==> src/rtl/alu_share_arbiter.sv <==
// alu_share_arbiter
//   Round-robin arbiter sharing one combinational ALU between two requesters.
//   A request is accepted in IDLE, its operands are registered, the shared ALU
//   is evaluated for one cycle in EXEC, and the captured result is returned to
//   the winner on its response channel in RESP.
//
// Ports
//   i_clk, i_rst                  clock, synchronous active-high reset
//   i_reqN_valid / o_reqN_ready   request handshake, N = 0,1
//   i_reqN_a, i_reqN_b, i_reqN_op operands and ALU op for requester N
//   o_rspN_valid / i_rspN_ready   response handshake, N = 0,1
//   o_rsp_z, o_rsp_zero, o_rsp_err  shared response payload
//   o_alu_a, o_alu_b, o_alu_op    drive the shared ALU (always the captured regs)
//   i_alu_z, i_alu_zero           combinational ALU result
//   o_busy                        state is not IDLE
//
// state  | meaning
// IDLE   | waiting for a request; grants one combinationally
// EXEC   | shared ALU driven from captured operands; result captured at edge
// RESP   | result presented to the winner until it takes it
module alu_share_arbiter #(
  parameter int W = 32
) (
  input  logic         i_clk,
  input  logic         i_rst,
  input  logic         i_req0_valid,
  output logic         o_req0_ready,
  input  logic [W-1:0] i_req0_a,
  input  logic [W-1:0] i_req0_b,
  input  logic [2:0]   i_req0_op,
  input  logic         i_req1_valid,
  output logic         o_req1_ready,
  input  logic [W-1:0] i_req1_a,
  input  logic [W-1:0] i_req1_b,
  input  logic [2:0]   i_req1_op,
  output logic         o_rsp0_valid,
  input  logic         i_rsp0_ready,
  output logic         o_rsp1_valid,
  input  logic         i_rsp1_ready,
  output logic [W-1:0] o_rsp_z,
  output logic         o_rsp_zero,
  output logic         o_rsp_err,
  output logic [W-1:0] o_alu_a,
  output logic [W-1:0] o_alu_b,
  output logic [2:0]   o_alu_op,
  input  logic [W-1:0] i_alu_z,
  input  logic         i_alu_zero,
  output logic         o_busy
);

  typedef enum logic [1:0] {
    S_IDLE = 2'd0,
    S_EXEC = 2'd1,
    S_RESP = 2'd2
  } state_t;

  state_t       r_state;
  state_t       w_state_nxt;
  logic         r_last_grant;
  logic         r_cur;
  logic [W-1:0] r_op_a;
  logic [W-1:0] r_op_b;
  logic [2:0]   r_op_code;
  logic [W-1:0] r_res_z;
  logic         r_res_zero;
  logic         r_res_err;

  logic w_grant0;
  logic w_grant1;
  logic w_op_legal;
  logic w_rsp_take;

  // Grant is suppressed during reset so a request seen in a reset cycle is
  // never handshaken. On a tie the requester that did not win last goes.
  always_comb begin
    w_grant0 = 1'b0;
    w_grant1 = 1'b0;
    if (r_state == S_IDLE && !i_rst) begin
      if (i_req0_valid && i_req1_valid) begin
        w_grant0 = r_last_grant;
        w_grant1 = ~r_last_grant;
      end else begin
        w_grant0 = i_req0_valid;
        w_grant1 = i_req1_valid;
      end
    end
  end

  always_comb begin
    case (r_op_code)
      3'b000, 3'b001, 3'b010, 3'b110, 3'b111: w_op_legal = 1'b1;
      default:                                w_op_legal = 1'b0;
    endcase
  end

  assign w_rsp_take = r_cur ? i_rsp1_ready : i_rsp0_ready;

  // State register
  always_ff @(posedge i_clk) begin
    if (i_rst) r_state <= S_IDLE;
    else       r_state <= w_state_nxt;
  end

  // Next-state logic
  always_comb begin
    w_state_nxt = r_state;
    case (r_state)
      S_IDLE:  if (w_grant0 || w_grant1) w_state_nxt = S_EXEC;
      S_EXEC:  w_state_nxt = S_RESP;
      S_RESP:  if (w_rsp_take) w_state_nxt = S_IDLE;
      default: w_state_nxt = S_IDLE;
    endcase
  end

  // Output logic
  always_comb begin
    o_req0_ready = w_grant0;
    o_req1_ready = w_grant1;
    o_rsp0_valid = (r_state == S_RESP) && !r_cur;
    o_rsp1_valid = (r_state == S_RESP) &&  r_cur;
    o_busy       = (r_state != S_IDLE);
  end

  assign o_alu_a    = r_op_a;
  assign o_alu_b    = r_op_b;
  assign o_alu_op   = r_op_code;
  assign o_rsp_z    = r_res_z;
  assign o_rsp_zero = r_res_zero;
  assign o_rsp_err  = r_res_err;

  // Operand capture and result capture
  always_ff @(posedge i_clk) begin
    if (i_rst) begin
      r_last_grant <= 1'b1;
      r_cur        <= 1'b0;
      r_op_a       <= '0;
      r_op_b       <= '0;
      r_op_code    <= 3'b000;
      r_res_z      <= '0;
      r_res_zero   <= 1'b0;
      r_res_err    <= 1'b0;
    end else begin
      if (w_grant0 || w_grant1) begin
        r_op_a    <= w_grant1 ? i_req1_a  : i_req0_a;
        r_op_b    <= w_grant1 ? i_req1_b  : i_req0_b;
        r_op_code <= w_grant1 ? i_req1_op : i_req0_op;
        r_cur     <= w_grant1;
      end
      if (r_state == S_EXEC) begin
        // Illegal ops ignore whatever the ALU produced.
        if (w_op_legal) begin
          r_res_z    <= i_alu_z;
          r_res_zero <= i_alu_zero;
          r_res_err  <= 1'b0;
        end else begin
          r_res_z    <= '0;
          r_res_zero <= 1'b1;
          r_res_err  <= 1'b1;
        end
        r_last_grant <= r_cur;
      end
    end
  end

endmodule

==> config.mk <==
export PLATFORM = sky130hd
export DESIGN_NAME = alu_share_arbiter
export DESIGN_NICKNAME = d
export VERILOG_FILES = /design/src/rtl/alu_share_arbiter.sv
export SDC_FILE = /design/constraint.sdc
export NUM_CORES = 1
export LEC_CHECK = 0
export CAP_MARGIN = 20
export CORE_ASPECT_RATIO = 1.1
export CORE_MARGIN = 2
export CORE_UTILIZATION = 43
export CTS_BUF_LIST = sky130_fd_sc_hd__clkbuf_4 sky130_fd_sc_hd__clkbuf_8
export DETAILED_ROUTE_END_ITERATION = 7
export MAX_ROUTING_LAYER = met4
export PLACE_DENSITY = 0.95
export SLEW_MARGIN = 20
export SYNTH_ARGS = -nofsm -noshare
export SYNTH_HDL_FRONTEND = slang
export SYNTH_SLANG_ARGS = --single-unit
==> constraint.sdc <==
create_clock -name i_clk -period 4.1 [get_ports i_clk]
set_clock_uncertainty 0.05 [all_clocks]
set_input_delay 0.615 -clock i_clk [delete_from_list [all_inputs] [get_ports i_clk]]
set_output_delay 0.615 -clock i_clk [all_outputs]
set_load 0.05 [all_outputs]
* Word level (Yosys, flattened, before mapping)
Cells that the tools add are included.
** Word-level totals
- Logic and storage cells :: 45
- Flip-flop bits (word level) :: 105
- Output and inout port bits :: 106
** Operators by class
- Bitwise logic cells :: 1
- Eq/ne operators :: 8
- Reduce and logical (&&, ||, !) cells :: 12
- Multiplexer cells :: 15
** Operator list (count)
- $mux W32 :: 3
- $mux W1 :: 8
- $eq A3 B3 Y1 const B :: 2
- $pmux W2 S3 :: 1
- $reduce_or A5 Y1 :: 1
- $logic_and A1 B1 Y1 :: 4
- $mux W2 :: 2
- $eq A3 B1 Y1 const B :: 1
- $eq A3 B2 Y1 const B :: 1
- $logic_not A3 Y1 :: 1
- $mux W3 :: 1
- $eq A2 B1 Y1 const B :: 1
- $eq A2 B2 Y1 const B :: 1
- $logic_not A1 Y1 :: 2
- $logic_not A2 Y1 :: 1
- $ne A2 B1 Y1 const B :: 1
- $ne A2 B2 Y1 const B :: 1
- $reduce_and A2 Y1 :: 1
- $reduce_bool A2 Y1 :: 1
- $logic_or A1 B1 Y1 :: 1
- $not A1 Y1 :: 1

* Logic depth before layout (Yosys ltp)
- Depth after elaboration :: 6
- Gate-level depth with buffers :: 7
- Depth with buffers taken out :: 3

* Least setup slack after synthesis
No wires, ideal clock.
- Path type :: input to output
- Start point :: input port i_rst
- End point :: output port o_req0_ready
- Slack :: 1.466 ns
- Cell stages on the path :: 5
- Arrival time :: 1.969 ns
- Buffers on the path :: 3
- Cell sequence :: or3_1 > buf_2 > buf_6 > buf_6 > nor2_1
** On the way
- Longest elaborated chain between the ends :: 3
** Ends and longest elaborated chain
- start, declared :: line 25 : input logic i_rst,
- $logic_not A1 Y1 :: line 78 : if (r_state == S_IDLE && !i_rst) begin
- $logic_and A1 B1 Y1 :: line 78
- $mux W1 :: line 78
- end, declared :: line 27 : output logic o_req0_ready,
Every way passes these cells.

* Worst setup path after layout
- Start point :: input port i_req0_valid
- End point :: output port o_req1_ready
** On the way
- Longest elaborated chain between the ends :: 3
** Ends and longest elaborated chain
- start, declared :: line 26 : input logic i_req0_valid,
- $logic_and A1 B1 Y1 :: line 79 : if (i_req0_valid && i_req1_valid) begin
- $mux W1 :: line 79
- $mux W1 :: line 78
- end, declared :: line 32 : output logic o_req1_ready,
Every way passes these cells.

==> impl_metrics.ini <==
[flow_run]
maxCapViolations = 0

[floorplan]
row_count = 40
core_um2 = 10960
ios = 279
die_area_um2 = 12190
initial_core_util_pct = 44.42
die_w_um = 105.5
fp.dieH_um = 115.6

[clock_tree]
clock_latency_ns = 0.37
ctsResizeCount = 0
clockRootBuffer = clkbuf_8
cts-hold-fix-buffers = 0
numClockSinks = 105
cts_setup_buffers = 0
clk_pin_slew_ns = 0.11
cts_tree = yes
htree_num_levels = 3
clk_path_buf_depth = 2
numCtsBuffers = 9

[sta]
report.final.setup_viol = 0
tightestPinTransition_ns = 0.8803
fin_hold_ws_ns = 0.4070
maxSlewHeadroom_pct = 41.31
rsz0062_at_grt = no
tns_ns = 0
drv_slew = 0
final-hold-violation-count = 0
fin_ws_ns = 1.377
finalCritPeriodShare_pct = 66.42
max_clock_freq_mhz = 367.2
period_minus_slack_ns = 2.723

[global_routing]
grt_use_total_pct = 28.22
grt_max_degree = 136
first_global_vias = 5377
grt_overflow = 0
grt_pass1_wl_um = 26700
antenna_found_initial = 0

[logic_synthesis]
synth_cells = 576
ys.warnings.count = 0
synth.cell_area_um2 = 4868
ys_types = 34
syn_nets = 749
seq_area_frac_synth_pct = 43.18
syn-mean-instance-area_um2 = 8.452
ys_ff_latch = 105

[route]
routed_via_density = 5.978
first_pass_iters = 7
wl_per_cell_um = 18.47
vias = 5661
drt_wl_total_um = 17490
final_antenna_net_count = 0
drt_drc_violations_left = 0
drt_iter0_drc = 423

[cells_and_area]
syn_to_final_growth_pct = 61.37
drive_gt1_share_pct = 7.375
utilization_pct = 71.68
num_antenna_cells = 0
final_nets = 968

[critical_path]
worst_path_max_delay_cell = a21bo_2
crit_chain = clkdlybuf4s50_1 > a21bo_2 > nor2_2 > buf_4
path_buf_inv = 2
start_kind = input port
crit_fanout = 36
path_delay_family = buffers and inverters
critPathRequiredTime_ns = 3.43
end_kind = primary output
path_class = in -> out
critPathMaxStageDelay_ns = 0.60
arrival_ns = 2.06

[power]
power_mw = 3.078
power.leakage_nw = 2.557
powerDensity_nw_per_um2 = 391.8
irDropWorstVdd_mv = 0.2235

[placed_design]
gp_congestion = 0.8239
pre_cts_ws_ns = 1.060
hpwl_um = 11990
io_buffers = 278

[hold_path]
holdCritPathClass = reg -> reg

[run_status]
status = complete, no violations
[cells by family (layout without fill, tap and decap cells)]
logic type / Yosys count / count (layout) / synth area share [%]
AOI/OAI and AO/OA: 241 / 241 / 33.08
and+or+nand+nor: 149 / 149 / 15.91
DFF: 105 / 105 / 43.18
buffers and inverters: 80 / 304 / 7.633
muxes: 1 / 1 / 0.2056
[worst paths after layout]
check	slack, ns	endpoint	from	depth (start not counted)
worst min-delay path	0.41	o_rsp_z[3]$_SDFFE_PP0N_	o_rsp_z[3]$_SDFFE_PP0N_	2
worst max register to register	2.00	o_alu_b[30]$_SDFFE_PP0P_	r_last_grant$_SDFFE_PP1N_	4
worst max-delay path	1.38	o_req1_ready	i_req0_valid	4
worst min register to register	0.41	o_rsp_z[3]$_SDFFE_PP0N_	o_rsp_z[3]$_SDFFE_PP0N_	2
[worst register-to-register path, delay by kind of cell, from the launching register on]
kind / cells / cell delay (ns)
AO/OA/AOI/OAI: 3 / 1.12
buffers and inverters: 1 / 0.43
flip-flops: 1 / 0.42
[power by group]
| group | internal, mW | switching, mW |
|---|---|---|
| Combinational | 0.413 | 0.651 |
| Sequential | 1.11 | 0.0568 |
| Clock | 0.474 | 0.372 |
| Total | 2.00 | 1.08 |
[per-stage QoR]
stage | instances | area [µm²]
3_3_place_gp | 931 | 7574
3_5_place_dp | 931 | 7574
5_1_grt | 947 | 7856
6_report | 947 | 7856
4_1_cts | 947 | 7844
2_1_floorplan | 576 | 4868
[cells in the mapped netlist]
| cell type | number | area share (%) |
|---|---|---|
| a21bo_2 | 1 | 0.21 |
| nor2_1 | 1 | 0.077 |
| buf_1 | 3 | 0.23 |
| o21ai_1 | 11 | 1.1 |
| or2_0 | 1 | 0.13 |
| o21a_1 | 1 | 0.15 |
| buf_6 | 4 | 0.93 |
| nor3_4 | 1 | 0.33 |
| a21boi_1 | 1 | 0.15 |
| clkbuf_1 | 50 | 3.9 |
| nand2b_1 | 2 | 0.26 |
| buf_4 | 6 | 0.93 |
| o211a_1 | 1 | 0.21 |
| nor2_2 | 1 | 0.13 |
| inv_1 | 2 | 0.15 |
| a21boi_2 | 1 | 0.23 |
| a311oi_1 | 47 | 8.5 |
| nand4_1 | 32 | 4.1 |
| a311oi_2 | 20 | 6.2 |
| dfxtp_1 | 105 | 43 |
| buf_2 | 15 | 1.5 |
| o21ai_0 | 57 | 5.9 |
| o221a_2 | 1 | 0.23 |
| and3b_1 | 1 | 0.18 |
| a21oi_1 | 100 | 10 |
| and2_1 | 1 | 0.13 |
| nand3b_1 | 2 | 0.31 |
| nand2_1 | 34 | 2.6 |
| nand3_1 | 69 | 7.1 |
| mux2i_1 | 1 | 0.21 |
| nor2b_1 | 1 | 0.13 |
| nor3b_1 | 1 | 0.15 |
| or2_2 | 1 | 0.13 |
| or3_1 | 1 | 0.13 |
[sequential cells by signal (all words and copies together) (netlist names)]
name / flops
o_rsp_z: 32
r_cur: 1
o_rsp_zero: 1
o_alu_b: 32
o_rsp_err: 1
r_last_grant: 1
o_alu_a: 32
r_state: 2
o_alu_op: 3
[per-layer routing]
metal	track usage (%)	share of wire [%]
met5	-	0
met4	15.56	4.5
met3	4.668	7.6
met2	48.09	50
met1	31.70	37
[cell type report]
type | count | area [µm²]
Timing Repair Buffer | 286 | 2877
Inverter | 2 | 7.507
Fill cell | 783 | 3104
Clock buffer | 9 | 123.9
Tap cell | 147 | 183.9
Clock inverter | 7 | 146.4
Sequential cell | 105 | 2102
Multi-Input combinational cell | 391 | 2416
[placed cells by master, fill, tap and decap left out, types with 2 or more instances in the layout]
cell type	n
nand3_1	69
clkbuf_8	9
a21oi_1	100
dfxtp_1	105
o21ai_0	57
buf_12	3
inv_6	3
nand2_1	34
nand4_1	32
a311oi_2	20
inv_1	2
nand2b_2	2
a311oi_1	47
o21ai_1	11
buf_4	7
or2_2	2
nand3b_1	2
clkdlybuf4s50_1	275
bufinv_16	4
Note: power is estimated with default switching activity, not from simulation.
